**config.mk**
```make
export PLATFORM = sky130hd
export DESIGN_NAME = pc_fetch_sequencer
export DESIGN_NICKNAME = d
export VERILOG_FILES = /design/src/rtl/pc_fetch_sequencer_pkg.sv /design/src/rtl/pc_fetch_sequencer_pc_next_calc.sv /design/src/rtl/pc_fetch_sequencer.sv
export SDC_FILE = /design/constraint.sdc
export NUM_CORES = 1
export LEC_CHECK = 0
export CAP_MARGIN = 10
export CORE_AREA = 2 2 139 141
export DETAILED_ROUTE_END_ITERATION = 10
export DIE_AREA = 0 0 141 143
export PLACE_DENSITY = 0.77
export SKIP_LAST_GASP = 1
export SYNTH_ARGS = -nofsm -noshare
export SYNTH_HDL_FRONTEND = slang
export SYNTH_HIERARCHICAL = 1
export SYNTH_SLANG_ARGS = --single-unit
```
**constraint.sdc**
```tcl
create_clock -name clk -period 3.4 [get_ports clk]
set_clock_uncertainty 0.05 [all_clocks]
set_input_delay 0.34 -clock clk [delete_from_list [all_inputs] [get_ports clk]]
set_output_delay 0.34 -clock clk [all_outputs]
set_load 0.01 [all_outputs]
```
**src/rtl/pc_fetch_sequencer_pkg.sv**
```systemverilog
// Shared definitions for the PC fetch/commit sequencer: FSM state codes,
// PC increment and a word-alignment helper.
package pc_fetch_sequencer_pkg;

    typedef enum logic [1:0] {
        S_FETCH = 2'd0,
        S_EXEC  = 2'd1,
        S_HALT  = 2'd2
    } state_t;

    localparam logic [31:0] PC_STEP = 32'd4;

    // Clears the byte-offset bits so a target always lands on a word boundary.
    function automatic logic [31:0] align_word(input logic [31:0] addr);
        return {addr[31:2], 2'b00};
    endfunction

endpackage

```
**src/rtl/pc_fetch_sequencer_pc_next_calc.sv**
```systemverilog
// Combinational next-PC selection for pc_fetch_sequencer.
// Priority: jump-register > jump > taken branch > sequential.
module pc_next_calc (
    input  logic [31:0] pc_plus4,
    input  logic        ex_jr,
    input  logic        ex_jump,
    input  logic        ex_branch,
    input  logic        ex_zero,
    input  logic [31:0] ex_branch_off,
    input  logic [25:0] ex_jump_idx,
    input  logic [31:0] ex_jr_addr,
    output logic [31:0] next_pc
);

    logic [31:0] branch_target;
    logic [31:0] jump_target;

    // Branch offset is in words; the shift drops the top two bits, which is
    // exactly the mod 2^32 behaviour wanted for the add.
    assign branch_target = pc_plus4 + {ex_branch_off[29:0], 2'b00};
    assign jump_target   = {pc_plus4[31:28], ex_jump_idx, 2'b00};

    always_comb begin
        next_pc = pc_plus4;
        if (ex_jr) begin
            next_pc = ex_jr_addr;
        end else if (ex_jump) begin
            next_pc = jump_target;
        end else if (ex_branch && ex_zero) begin
            next_pc = branch_target;
        end
    end

endmodule

```
**src/rtl/pc_fetch_sequencer.sv**
```systemverilog
// Multi-cycle fetch/commit controller owning the architectural PC.
// Optional target alignment trap: define PC_ALIGN_CHECK_EN.
module pc_fetch_sequencer
    import pc_fetch_sequencer_pkg::*;
#(
    parameter logic [31:0] RESET_PC      = 32'h0000_0000,
    parameter int          CNT_W         = 32,
    parameter int          FETCH_TIMEOUT = 15
) (
    input  logic             clk,
    input  logic             rst,
    output logic             imem_req,
    output logic [31:0]      imem_addr,
    input  logic             imem_ready,
    input  logic [31:0]      imem_rdata,
    output logic [31:0]      instr_out,
    output logic             instr_valid,
    input  logic             ex_done,
    input  logic             ex_jump,
    input  logic             ex_branch,
    input  logic             ex_zero,
    input  logic             ex_jr,
    input  logic [31:0]      ex_branch_off,
    input  logic [25:0]      ex_jump_idx,
    input  logic [31:0]      ex_jr_addr,
    input  logic             ex_halt,
    output logic [31:0]      pc_out,
    output logic [31:0]      pc_plus4,
    output logic [CNT_W-1:0] retire_cnt,
    output logic             halted,
    output logic             fetch_err,
    output logic             misalign_err,
    output state_t           dbg_state
);

    localparam int WAIT_W = (FETCH_TIMEOUT < 2) ? 1 : $clog2(FETCH_TIMEOUT);
    localparam logic [WAIT_W-1:0] WAIT_LAST = WAIT_W'(FETCH_TIMEOUT - 1);

    state_t            state;
    logic [31:0]       pc;
    logic [31:0]       instr_q;
    logic              instr_valid_q;
    logic [CNT_W-1:0]  retire_q;
    logic              fetch_err_q;
    logic [WAIT_W-1:0] wait_cnt;
    logic [31:0]       next_pc;

    assign pc_plus4 = pc + PC_STEP;

    pc_next_calc u_next (
        .pc_plus4      (pc_plus4),
        .ex_jr         (ex_jr),
        .ex_jump       (ex_jump),
        .ex_branch     (ex_branch),
        .ex_zero       (ex_zero),
        .ex_branch_off (ex_branch_off),
        .ex_jump_idx   (ex_jump_idx),
        .ex_jr_addr    (ex_jr_addr),
        .next_pc       (next_pc)
    );

`ifdef PC_ALIGN_CHECK_EN
    logic misalign_q;
`endif

    always_ff @(posedge clk) begin
        if (rst) begin
            state         <= S_FETCH;
            pc            <= RESET_PC;
            instr_q       <= '0;
            instr_valid_q <= 1'b0;
            retire_q      <= '0;
            fetch_err_q   <= 1'b0;
            wait_cnt      <= '0;
`ifdef PC_ALIGN_CHECK_EN
            misalign_q    <= 1'b0;
`endif
        end else begin
            case (state)
                S_FETCH: begin
                    if (imem_ready) begin
                        instr_q       <= imem_rdata;
                        instr_valid_q <= 1'b1;
                        wait_cnt      <= '0;
                        state         <= S_EXEC;
                    end else if (wait_cnt == WAIT_LAST) begin
                        // This is the FETCH_TIMEOUT-th cycle without ready.
                        fetch_err_q <= 1'b1;
                        wait_cnt    <= '0;
                        state       <= S_HALT;
                    end else begin
                        wait_cnt <= wait_cnt + WAIT_W'(1);
                    end
                end
                S_EXEC: begin
                    if (ex_done) begin
                        retire_q      <= retire_q + CNT_W'(1);
                        instr_valid_q <= 1'b0;
                        if (ex_halt) begin
                            state <= S_HALT;
`ifdef PC_ALIGN_CHECK_EN
                        end else if (next_pc[1:0] != 2'b00) begin
                            misalign_q <= 1'b1;
                            state      <= S_HALT;
                        end else begin
                            pc    <= next_pc;
                            state <= S_FETCH;
                        end
`else
                        end else begin
                            pc    <= align_word(next_pc);
                            state <= S_FETCH;
                        end
`endif
                    end
                end
                S_HALT: begin
                    state <= S_HALT;
                end
                default: begin
                    state <= S_HALT;
                end
            endcase
        end
    end

    assign imem_req    = (state == S_FETCH);
    assign imem_addr   = pc;
    assign instr_out   = instr_q;
    assign instr_valid = instr_valid_q;
    assign pc_out      = pc;
    assign retire_cnt  = retire_q;
    assign halted      = (state == S_HALT);
    assign fetch_err   = fetch_err_q;
    assign dbg_state   = state;
`ifdef PC_ALIGN_CHECK_EN
    assign misalign_err = misalign_q;
`else
    assign misalign_err = 1'b0;
`endif

endmodule

```
**Word-level counts from Yosys, hierarchy flattened**

Cells that the tools add are included.

- Muxes and demuxes: 13
- Equality and inequality tests: 6
- Bitwise operators: 2
- Reduce and logical (&&, ||, !) cells: 9
- Add/subtract/negate cells: 4

Operators by type and width:

| cell | count |
|---|---|
| two-way mux 32 bit | 3 |
| adder 32 x 1 -> 32 bit, second input constant | 1 |
| adder 32 x 3 -> 32 bit, second input constant | 1 |
| adder 32 bit | 1 |
| AND reduction 3 bit | 3 |
| two-way mux 2 bit | 4 |
| two-way mux 4 bit | 2 |
| AND reduction 2 bit | 3 |
| adder 4 x 1 -> 4 bit, second input constant | 1 |
| equality test 4 bit, second input constant | 1 |
| one-hot mux 2 bit (2 select lines) | 1 |
| inequality test 3 x 1 -> 1 bit, second input constant | 1 |
| equality test 2 x 1 -> 1 bit, second input constant | 1 |
| equality test 2 bit, second input constant | 1 |
| logical NOT 2 bit | 1 |
| two-way mux 1 bit | 2 |
| inequality test 2 x 1 -> 1 bit, second input constant | 1 |
| inequality test 2 bit, second input constant | 1 |
| inverter 1 bit | 2 |
| one-hot mux 1 bit (2 select lines) | 1 |
| nonzero test 2 bit | 1 |
| logical AND 1 bit | 1 |

- Output and inout port bits: 167
- Logic and storage cells: 41
- Register bits: 102
- Bits of input ports: 131

**Longest topological paths before layout**

Gate-level depths: netlist of run 1.

- Depth in word-level cells: 5
- Depth in mapped cells: 19
- Mapped depth without buffers: 17

**Cells and area by module**

Netlist of run 1, hierarchy kept.

Modules (own cells, without submodules):

| module | area an instance (sq um) | times used | cells each | seq. area each (sq um) |
|---|---|---|---|---|
| pc_fetch_sequencer | 4889.7 | 1 | 625 | 2042.0 |
| pc_next_calc | 2449.8 | 1 | 395 | 0.0 |

**Worst setup path after synthesis of run 1**

Ideal clock, no wire load.

- Path kind: reg2reg
- Start: register pc[4] (netlist: imem_addr[4])
- End: register pc[29] (netlist: imem_addr[29])
- Clock period less this slack: 3886 ps
- Arrival time: 3704 ps
- Cell stages (with the launch flop): 19
- Path buffers: 2
- Setup time: 132 ps
- Slack: -486 ps
- Required time: 3218 ps
- Cells stage by stage: dfxtp_1 and4_1 buf_2 or3b_1 clkbuf_1 nor2_1 xor2_1 ha_1 nand2_1 o21a_1 o21ai_1 a21oi_2 o21ai_4 a211oi_4 o21bai_2 a311o_1 a31o_1 nand2_1 a21oi_1

- Word-level cells in the longest chain between the ends: 5

RTL lines:

| element | RTL line | text |
|---|---|---|
| start, declared | pc_fetch_sequencer.sv:40 | `logic [31:0] pc;` |
| start signal, assigned | pc_fetch_sequencer.sv:111 | `pc <= align_word(next_pc);` |
| adder 32 x 3 -> 32 bit | pc_fetch_sequencer.sv:48 | `assign pc_plus4 = pc + PC_STEP;` |
| net pc_plus4[15] | pc_fetch_sequencer.sv:28 | `output logic [31:0] pc_plus4,` |
| adder 32 bit | pc_fetch_sequencer_pc_next_calc.sv:20 | `assign branch_target = pc_plus4 + {ex_branch_off[29:0], 2'b00};` |
| two-way mux 32 bit | pc_fetch_sequencer_pc_next_calc.sv:29 | `end else if (ex_branch && ex_zero) begin` |
| two-way mux 32 bit | pc_fetch_sequencer_pc_next_calc.sv:27 | `end else if (ex_jump) begin` |
| two-way mux 32 bit | pc_fetch_sequencer_pc_next_calc.sv:25 | `if (ex_jr) begin` |
| net next_pc[29] | pc_fetch_sequencer.sv:46 | `logic [31:0] next_pc;` |

The timed path passes the listed nets, and every way through them passes these cells.
A chain may end at the register's enable or synchronous reset.

**Final worst setup path of run 1**

- Start: register pc[2] (netlist: imem_addr[2])
- End: register pc[19] (netlist: imem_addr[19])

- Word-level cells in the longest chain between the ends: 5

RTL lines:

| element | RTL line |
|---|---|
| adder 32 x 3 -> 32 bit * | pc_fetch_sequencer.sv:48 |
| adder 32 bit | pc_fetch_sequencer_pc_next_calc.sv:20 |
| two-way mux 32 bit * | pc_fetch_sequencer_pc_next_calc.sv:29 |
| two-way mux 32 bit * | pc_fetch_sequencer_pc_next_calc.sv:27 |
| two-way mux 32 bit * | pc_fetch_sequencer_pc_next_calc.sv:25 |
| net next_pc[19] | pc_fetch_sequencer.sv:46 |

The timed path passes the listed nets; every way through them passes the cells marked *.

==> flow_summary.toml, run 1 <==
[global_routing]
grt_max_degree = 83
grt_first_pass_wirelength_um = 41900
grt_antenna_before_repair = 0
globalRouteTotalUtil_pct = 25.7
grt_pass1_vias = 8396
grt.overflow.total = 0

[clock_network]
cts_sinks = 102
clk_path_buf_depth = 2
ctsHoldBuffers = 0
clk_pin_slew_ns = 0.07
htreeDepth = 3
clkLatencyLatePin_ns = 0.34
cts_buffers = 9
cts_tree = "yes"
cts_root_buf = "clkbuf_16"

[route]
first_iter_violations = 483
ant_nets = 0
wl_per_cell_um = 16.6
routed_wl_um = 27100
vias = 8768
vias_per_cell = 5.36
drt_first_pass_iters = 5
drc = 0

[sta]
slew_viol_final = 0
max_freq_ghz = 0.284
finalSetupTns_ns = -0.573
fin_crit_sh_pct = 103
finalSetupViolCount = 11
worst_slew_pin_slew_ns = 1.10
finalHoldViolCount = 0
period_minus_slack_ns = 3.52
slew-limit-headroom_pct = 26.5
fin_ws_ns = -0.116
rsz0062_at_grt = "true"

[run_status]
violations = "setup timing"
outcome = "complete, but fails checks"

[critical_path]
critPathCaptureType = "flip-flop"
start_kind = "flip-flop"
worst-endpoint-required_ns = 3.62
path_class = "flip-flop to flip-flop"
arrival_ns = 3.74
cp_max_fo = 3

[finish]
drive_above_1_share_pct = 19.9
final_cells = 1637
final_common_cell = "clkdlybuf4s50_1"
fin_nets = 1564
postLayoutCoreUtil_pct = 64.8
final_cell_mix = "283 x clkdlybuf4s50_1, 197 x nand2_1, 168 x buf_4"
num_antenna_cells = 0
syn_to_final_growth_pct = 64.4

[synthesis]
synth_warnings = 6
syn_area_mm2 = 0.00732
synthCells = 1018
syn_area_per_cell_um2 = 7.19

[placed_design]
dp_cells = 1602
dp_hpwl_um = 20800
routabilityCongestion = 0.910
preCtsSetupSlack_ns = -0.209
io_buffer_count = 286

[run]
max_cap_viol_count = 0

[floorplan]
num_rows = 50
die_y_um = 143
fp.dieW_um = 141
start_util_pct = 39.4
die_area_mm2 = 0.0202
boundaryPins = 298
coreArea_mm2 = 0.0186

[power_and_ir_drop]
ir_worst_vdd_mv = 0.224
pwr_density_cell_mw_per_mm2 = 253
power_w = 0.00304
power.leakage_nw = 4.84

[worst_hold_path]
hp-class = "flip-flop to flip-flop"
-- cell type report --
class                      instances  area (um2)
clock inverter                     6        53.8
sequential                       102        2070
clock buffer                       9         225
inverter                          21        78.8
multi-input combinational        809        5180
tap                              234         293
fill                            1576        6550
timing repair buffer             456        4140
-- worst max-delay path: stages (launching register included) --
cell,delay [ns]
dfxtp_4,0.37
ha_4,0.14
and3_4,0.22
nand3_4,0.09
xnor2_4,0.22
ha_4,0.23
a21o_1,0.18
a221o_1,0.31
a211o_1,0.28
o21bai_4,0.21
buf_6,0.13
a21boi_2,0.04
o21ai_1,0.16
a21boi_1,0.08
o311a_1,0.30
nor3_2,0.22
nand2_1,0.09
a21oi_2,0.12
-- worst paths after layout --
check | slack [ns] | from | cells past startpoint | end
max | -0.12 | imem_addr[2] | 17 | imem_addr[19]
min | 0.40 | instr_out[9] | 2 | instr_out[9]
max reg2reg | -0.12 | imem_addr[2] | 17 | imem_addr[19]
min reg2reg | 0.40 | instr_out[9] | 2 | instr_out[9]
-- per-stage QoR --
stage                     instance area, um2  hold WS [ns]
final                                  12000         0.405
after global routing                   12000         0.424
after CTS                              11800         0.405
after detailed placement               11300         0.396
after global placement                 11300         0.391
after floorplan                         7550         0.382
-- metal layers --
metal  part of all wire (%)  track usage (%)  up-vias
met5                      0                0        -
met4                    2.1             8.11        0
met3                    8.1             4.86       36
met2                     48             44.1      360
met1                     42             32.6     4079
li1                       -                -     4293
-- repair_timing --
item,CTS,global route
endpoints found under the hold margin,0,0
endpoints found under the setup margin,14,16
pin swaps,36,39
setup buffers,13,7
resized for setup,23,34
-- report_power, final --
group	leakage (nW)	total, W	internal [W]	switching (W)
registers	0.836	0.00126	0.00123	0.0000276
clock network	0.134	0.000981	0.000506	0.000475
logic	3.86	0.000804	0.000422	0.000382
-- flip-flops by register name, summed over array words and instances (netlist names) --
register	count
retire_cnt	32
wait_cnt	4
dbg_state	2
imem_addr	30
fetch_err	1
instr_out	32
instr_valid	1
No activity file was read; power rests on OpenSTA's default activity.
==> run 2: changes to the inputs <==
--- a/config.mk
+++ b/config.mk
@@ -11,6 +11,7 @@
 export DIE_AREA = 0 0 141 143
 export PLACE_DENSITY = 0.77
 export SKIP_LAST_GASP = 1
+export SLEW_MARGIN = 20
 export SYNTH_ARGS = -nofsm -noshare
 export SYNTH_HDL_FRONTEND = slang
 export SYNTH_HIERARCHICAL = 1
==> constraint.sdc (replaced) <==
create_clock -name clk -period 3.4 [get_ports clk]
set_clock_uncertainty 0.05 [all_clocks]
set_input_delay 0.34 -clock clk [delete_from_list [all_inputs] [get_ports clk]]
set_output_delay 0.34 -clock clk [all_outputs]
set_load 0.02 [all_outputs]
==> run 2 against run 1 <==
The flow still finishes with violations (setup timing). Fmax grew 0.39%. Clock-buffer cell count is 1 higher. Global-route usage fell by 0.44 points. Sequential power about the same. Power increased by 4.3%. Combinational power is 4.1% higher. Sequential cell count unchanged. Critical endpoint is now imem_addr[31]. Largest power group unchanged. Highest routed layer unchanged.
==> flow_summary.toml, run 2 (synthesis results as in run 1) <==
[critical_path]
cp_cell_sequence = "nand4_1, buf_6, nor3_4, buf_4, xnor2_2, ha_1, buf_4, and4_4, o21ai_1, o21bai_4, o21ai_4, a211oi_4, buf_4, o21a_4, o311ai_1, nand3_1, nand2_1, a21oi_1"
cp_slowest_stage_delay_ns = 0.36
rrSetupSlack_ns = -0.10
r2r_end = "imem_addr[31]"
critPathCaptureType = "flip-flop"
cp_num_buf_inv = 4
arrival_ns = 3.65
cp_top_family = "compound AO/OA/AOI/OAI gates"
cp_slowest_cell = "dfxtp_4"
cp_max_fo = 4
reg2reg_from = "imem_addr[6]"
reg2reg_depth = 18
start_kind = "flip-flop"
path_class = "flip-flop to flip-flop"
worst-endpoint-required_ns = 3.55
critPathMostFrequentCell = "buf_4"
cp_num_cells = 18

[sta]
finalHoldViolCount = 0
period_minus_slack_ns = 3.50
fin_crit_sh_pct = 103
finalSetupTns_ns = -0.133
finalSetupViolCount = 4
slew-limit-headroom_pct = 44.5
rsz0062_at_grt = "true"
fin_ws_ns = -0.103
hold_slack_ns = 0.405
worst_slew_pin_slew_ns = 0.832
slew_viol_final = 0
max_freq_ghz = 0.285

[route]
routed_wl_um = 26900
drc = 0
vias_per_cell = 5.37
vias = 8671
drt_first_pass_iters = 5
ant_nets = 0
first_iter_violations = 568
wl_per_cell_um = 16.7

[run_status]
violations = "setup timing"
outcome = "complete, but fails checks"

[worst_hold_path]
min_path_cells = 2
worstHoldStart = "instr_out[7]"
hp-class = "flip-flop to flip-flop"
hold_path_end = "instr_out[7]"

[finish]
fin_nets = 1541
final_common_cell = "clkdlybuf4s50_1"
syn_to_final_growth_pct = 64.5
num_antenna_cells = 0
final_cell_mix = "283 x clkdlybuf4s50_1, 196 x nand2_1, 143 x buf_4"
final_cells = 1615
fin_area_mm2 = 0.0120
drive_above_1_share_pct = 19.6

[placed_design]
dp_hpwl_um = 20400
dp_cells = 1583
dpl_cell_area_mm2 = 0.0112
routabilityCongestion = 0.953
io_buffer_count = 286
preCtsSetupSlack_ns = -0.312

[global_routing]
use_met2_pct = 43.0
grt.overflow.total = 0
grt-busiest-layer = "met2"
grt_pass1_vias = 8058
globalRouteTotalUtil_pct = 25.2
use_met3_pct = 5.53
grt_first_pass_wirelength_um = 40900
grt_antenna_before_repair = 0
grtUsageMet1_pct = 32.1
grt_max_degree = 78

[floorplan]
boundaryPins = 298
die_area_mm2 = 0.0202
num_rows = 50
fp.dieW_um = 141
start_util_pct = 39.4
die_y_um = 143
coreArea_mm2 = 0.0186

[clock_network]
clk_pin_slew_ns = 0.07
ctsHoldBuffers = 0
cts_buffers = 9
clkLatencyLatePin_ns = 0.36
cts_tree = "yes"
cts_sinks = 102
clk_path_buf_depth = 2
cts_root_buf = "clkbuf_16"
htreeDepth = 3

[power_and_ir_drop]
power.leakage_nw = 4.80
power_switching_w = 0.000945
comb_power_share_pct = 26.4
p_seq_share_pct = 39.6
p_clk_share_pct = 34.0
p_int_w = 0.00223
ir_worst_vdd_mv = 0.321
swShare_pct = 29.8
pwr_density_cell_mw_per_mm2 = 263

[run]
max_cap_viol_count = 0
-- run 2: cell types whose count changed in the layout (fill, tap and decap cells not counted), sizes merged --
| cell | previous run | this run |
|---|---|---|
| buf | 173 | 150 |
| clkinv | 2 | 0 |
| bufinv | 0 | 1 |
| clkbuf | 9 | 10 |
| clkinvlp | 1 | 2 |
-- run 2: power groups by stage --
stage | Clock (W) | Sequential, W | Combinational (W)
4_1_cts | 0.00110 | 0.00126 | 0.000806
3_3_place_gp | 0 | 0.00128 | 0.000787
6_report | 0.00108 | 0.00126 | 0.000837
2_1_floorplan | 0 | 0.00133 | 0.000354
5_1_grt | 0.00115 | 0.00126 | 0.000902
3_5_place_dp | 0 | 0.00129 | 0.000794
-- run 2: worst max-delay path by stage --
stage,slack [ns],startpoint,to
2_1_floorplan,-0.30,imem_addr[5],imem_addr[29]
3_3_place_gp,-0.22,imem_addr[2],imem_addr[29]
3_5_place_dp,-0.31,imem_addr[2],imem_addr[29]
4_1_cts,-0.08,imem_addr[6],imem_addr[31]
5_1_grt,-0.27,imem_addr[16],imem_addr[28]
6_report,-0.10,imem_addr[6],imem_addr[31]
-- run 2: timing repair --
action / 4_1_cts / 5_1_grt
endpoints found under the hold margin: 0 / 0
pin swaps: 33 / 46
gates resized for setup: 20 / 47
buffers inserted: 6 / 10
cloned: 0 / 0
setup endpoints to repair: 14 / 19
-- run 2: cell type report --
cell class	instances	area, um2
Timing Repair Buffer	433	3990
Clock buffer	10	229
Tap cell	234	293
Inverter	21	78.8
Fill cell	1529	6540
Clock inverter	6	76.3
Multi-Input combinational cell	809	5300
Sequential cell	102	2090
-- run 2: through the flow --
| stage | total power [W] | util [%] |
|---|---|---|
| global placement | 0.00207 | 60.4 |
| finish | 0.00317 | 64.8 |
| floorplan | 0.00168 | - |
| global route | 0.00331 | 64.8 |
| CTS | 0.00316 | 62.9 |
| detailed placement | 0.00208 | 60.4 |
-- run 2: worst min-delay path: cells and delay by family, from the launching register on --
kind | cells | cell delay, ns
AND/OR/NAND/NOR | 1 | 0.05
AO/OA/AOI/OAI | 1 | 0.05
flip-flops | 1 | 0.31
-- run 2: layer usage --
| metal | vias up | wire, um |
|---|---|---|
| li1 | 4263 | - |
| met3 | 35 | 2260 |
| met4 | 0 | 508 |
| met5 | - | 0 |
| met2 | 357 | 12900 |
| met1 | 4016 | 11300 |
==> run 3: changes to the inputs <==
--- a/config.mk
+++ b/config.mk
@@ -7,6 +7,7 @@
 export LEC_CHECK = 0
 export CAP_MARGIN = 10
 export CORE_AREA = 2 2 139 141
+export CTS_BUF_LIST = sky130_fd_sc_hd__clkbuf_16
 export DETAILED_ROUTE_END_ITERATION = 10
 export DIE_AREA = 0 0 141 143
 export PLACE_DENSITY = 0.77
==> run 3 against run 2 <==
The run still ends with setup timing left. Sequential cell count unchanged. Wire length barely moved. Utilization unchanged. Largest power group unchanged. Die area unchanged. Worst setup slack got worse by 0.0059 ns. Power decreased by 0.14%. Register-to-register slack about the same. Via count fell by 0.15%. Fmax down 0.17%. Critical path depth did not move.
==> flow_summary.toml, run 3 (synthesis results as in run 1) <==
[run_status]
outcome = "complete, but fails checks"
violations = "setup timing"

[run]
max_cap_viol_count = 0

[floorplan]
fp.dieW_um = 141
coreArea_mm2 = 0.0186
die_area_mm2 = 0.0202
die_y_um = 143
boundaryPins = 298
num_rows = 50
start_util_pct = 39.4

[route]
routed_wl_um = 26900
drt_first_pass_iters = 5
ant_nets = 0
wl_per_cell_um = 16.7
first_iter_violations = 570
vias = 8658
drc = 0
vias_per_cell = 5.36

[critical_path]
worst-endpoint-required_ns = 3.55
reg2reg_from = "imem_addr[6]"
critPathCaptureType = "flip-flop"
arrival_ns = 3.66
path_class = "flip-flop to flip-flop"
cp_max_fo = 4
reg2reg_depth = 18
start_kind = "flip-flop"
rrSetupSlack_ns = -0.11
r2r_end = "imem_addr[31]"

[global_routing]
grt.overflow.total = 0
grt_max_degree = 78
grt_pass1_vias = 8058
globalRouteTotalUtil_pct = 25.2
grt_first_pass_wirelength_um = 40900
grt_antenna_before_repair = 0

[power_and_ir_drop]
comb_power_share_pct = 26.4
swShare_pct = 29.8
p_seq_share_pct = 39.7
p_clk_share_pct = 33.9
power_switching_w = 0.000944
ir_worst_vdd_mv = 0.320
pwr_density_cell_mw_per_mm2 = 263
p_int_w = 0.00222
power.leakage_nw = 4.80

[finish]
final_common_cell = "clkdlybuf4s50_1"
fin_nets = 1541
fin_area_mm2 = 0.0120
register_area_mm2 = 0.00209
multi_input_comb_area_mm2 = 0.00530
drive_above_1_share_pct = 19.6
syn_to_final_growth_pct = 64.5
fillers = 1529
num_antenna_cells = 0
final_cell_mix = "283 x clkdlybuf4s50_1, 196 x nand2_1, 143 x buf_4"

[clock_network]
htreeDepth = 3
cts_buffers = 9
cts_tree = "yes"
ctsHoldBuffers = 0
cts_root_buf = "clkbuf_16"
clkLatencyLatePin_ns = 0.35
clk_pin_slew_ns = 0.07
clk_path_buf_depth = 2
cts_sinks = 102

[sta]
hold_slack_ns = 0.405
period_minus_slack_ns = 3.51
worst_slew_pin_slew_ns = 0.832
fin_crit_sh_pct = 103
fin_ws_ns = -0.109
finalHoldViolCount = 0
max_freq_ghz = 0.285
rsz0062_at_grt = "true"
finalSetupViolCount = 5
slew_viol_final = 0
slew-limit-headroom_pct = 44.5

[worst_hold_path]
hp-class = "flip-flop to flip-flop"
worstHoldStart = "instr_out[7]"
min_path_cells = 2
hold_path_end = "instr_out[7]"

[placed_design]
dp_hpwl_um = 20400
dpl_cell_area_mm2 = 0.0112
routabilityCongestion = 0.953
io_buffer_count = 286
-- run 3: repair_timing --
item                       4_1_cts  5_1_grt
gates cloned                     0        0
pin swaps                       33       46
setup buffers                    6       10
setup endpoints to repair       14       19
gates resized for setup         20       47
-- run 3: metal layers --
layer	routed length, um	track usage (%)	vias to the layer above
li1	-	-	4263
met1	11400	32.1	4003
met2	12900	43.0	359
met3	2140	5.53	33
met4	503	7.47	0
met5	0	0	-
-- run 3: how the worst max path moves through the flow --
stage | from | endpoint | slack [ns] | cells past startpoint
2_1_floorplan | imem_addr[5] | imem_addr[29] | -0.30 | 16
3_3_place_gp | imem_addr[2] | imem_addr[29] | -0.22 | 16
3_5_place_dp | imem_addr[2] | imem_addr[29] | -0.31 | 16
4_1_cts | imem_addr[6] | imem_addr[31] | -0.08 | 18
5_1_grt | imem_addr[16] | imem_addr[28] | -0.27 | 17
6_report | imem_addr[6] | imem_addr[31] | -0.11 | 18
-- run 3: worst max-delay path, cell delays in order, from the launching register on --
cell,delay [ns]
dfxtp_4,0.36
nand4_1,0.16
buf_6,0.19
nor3_4,0.20
buf_4,0.15
xnor2_2,0.09
ha_1,0.33
buf_4,0.14
and4_4,0.21
o21ai_1,0.10
o21bai_4,0.21
o21ai_4,0.19
a211oi_4,0.09
buf_4,0.15
o21a_4,0.20
o311ai_1,0.23
nand3_1,0.16
nand2_1,0.09
a21oi_1,0.06
-- run 3: layout make-up --
| type | count | share of cell area (%) |
|---|---|---|
| Tap cell | 234 | 2.43 |
| Inverter | 21 | 0.654 |
| Clock buffer | 9 | 1.87 |
| Multi-Input combinational cell | 809 | 44.0 |
| Clock inverter | 7 | 0.665 |
| Timing Repair Buffer | 433 | 33.1 |
| Sequential cell | 102 | 17.3 |
-- run 3: power by group through the flow --
stage          registers, W  clock network [W]  logic, W
5_1_grt             0.00126            0.00114  0.000902
6_report            0.00126            0.00107  0.000838
2_1_floorplan       0.00133                  0  0.000354
3_3_place_gp        0.00128                  0  0.000787
3_5_place_dp        0.00129                  0  0.000794
4_1_cts             0.00126            0.00110  0.000806
-- run 3: through the flow --
stage          TNS (ns)  setup WS, ns  power [W]  utilization, %  std cells
6_report         -0.152        -0.109    0.00317            64.8       1615
5_1_grt           -2.01        -0.267    0.00331            64.8       1615
4_1_cts          -0.193       -0.0807    0.00316            62.9       1605
3_5_place_dp      -2.12        -0.312    0.00208            60.4       1583
3_3_place_gp     -0.987        -0.219    0.00207            60.4       1583
2_1_floorplan    -0.715        -0.302    0.00168               -       1024
==> edit (flow settings as in run 3) <==
Build with the macro `PC_ALIGN_CHECK_EN` defined.
--- a/src/rtl/pc_fetch_sequencer.sv
+++ b/src/rtl/pc_fetch_sequencer.sv
@@ -1,5 +1,7 @@
 // Multi-cycle fetch/commit controller owning the architectural PC.
 // Optional target alignment trap: define PC_ALIGN_CHECK_EN.
+`define PC_ALIGN_CHECK_EN
+
 module pc_fetch_sequencer
     import pc_fetch_sequencer_pkg::*;
 #(
Formal check against the unedited RTL: not equivalent (Yosys sat finds a counterexample within 4 cycles, from zero or initial values and one cycle with rst high).
==> edit against run 3 <==
The run still ends with negative setup slack left; sequential cell count grew 3; combinational power shrank 9.2%; die area is the same; cell count grew 0.12%; critical path depth shrank 1; utilization grew 0.45 points; total power shrank 0.49%; sequential share of layout area grew 0.27 points; final area grew 0.70%; worst setup slack lost 0.095 ns; wire length grew 6.5%; area after synthesis grew 0.70%.
==> edit: results (changes against run 3) <==
timing:
  slew_headroom: 0.279  # -0.166
  setup_ws_ns: -0.203  # -0.0945 ns
  setup_violations: 10  # +5
  tns_ns: -1.14  # -0.989 ns
worst_setup_path:
  cp_max_fo: 3  # -1
  critical_path.slowest_cell: "dfxtp_2"
outcome:
  status: "finished, violations left"
  violations: "negative setup slack"
placement:
  place_hpwl_um: 21400  # +5.0%
  gp_congestion: 0.944  # -0.91%
  io_buffers: 295  # +3.1%
drt:
  drt_iter0_markers: 597  # +4.7%
  drt_wl_total_um: 28700  # +6.5%
global_route:
  grt_pass1_wl_um: 42900  # +4.8%
  grt_pass1_vias: 8114  # +0.69%
  grt_max_degree: 77  # -1.3%
final_layout:
  buf_share: 0.338  # +0.00690
  multi_input_area_share: 0.431  # -0.00892
  nNonClkInverters: 17  # -19%
  drive_gt1_frac: 0.192  # -0.00390
  fin_nets: 1543  # +0.13%
  area_delta_synth_final_pct: 64.5  # about the same
  n_all_buffers: 445  # +2.8%
  fillCellCount: 1576  # +3.1%
  seqCellArea_um2: 2130  # +2.3%
power_and_ir_drop:
  comb_power_uw: 761  # -9.2%
  share_comb_of_total_power: 0.241  # -0.023
  ir_drop_mv: 0.301  # -5.9%
  power_leakage_nw: 4.77  # -0.70%
synth:
  avgSynthCellArea_um2: 7.28  # +1.2%
[edit: routing by layer]
metal,up-vias,global-route usage,share of wire,wire length (um)
li1,4290,-,-,-
met5,-,0,0.00091,26
met4,4,0.0647,0.021,596
met1,4136,0.336,0.42,11900
met2,381,0.464,0.48,13900
met3,54,0.0647,0.078,2240
[edit: repair_timing]
item,4_1_cts,5_1_grt
pin swaps,36,32
hold buffers,0,0
buffers inserted,8,7
gates resized for setup,21,36
setup endpoints to repair,13,18
cloned,0,0
[edit: final timing paths]
path | end | from | slack, ns | cells after the start
max reg2reg | imem_addr[29]$_SDFFE_PP0P_ | imem_addr[3]$_SDFFE_PP0P_ | -0.20 | 17
min | instr_out[28]$_SDFFE_PP0P_ | instr_out[28]$_SDFFE_PP0P_ | 0.40 | 2
max | imem_addr[29]$_SDFFE_PP0P_ | imem_addr[3]$_SDFFE_PP0P_ | -0.20 | 17
min reg2reg | instr_out[28]$_SDFFE_PP0P_ | instr_out[28]$_SDFFE_PP0P_ | 0.40 | 2
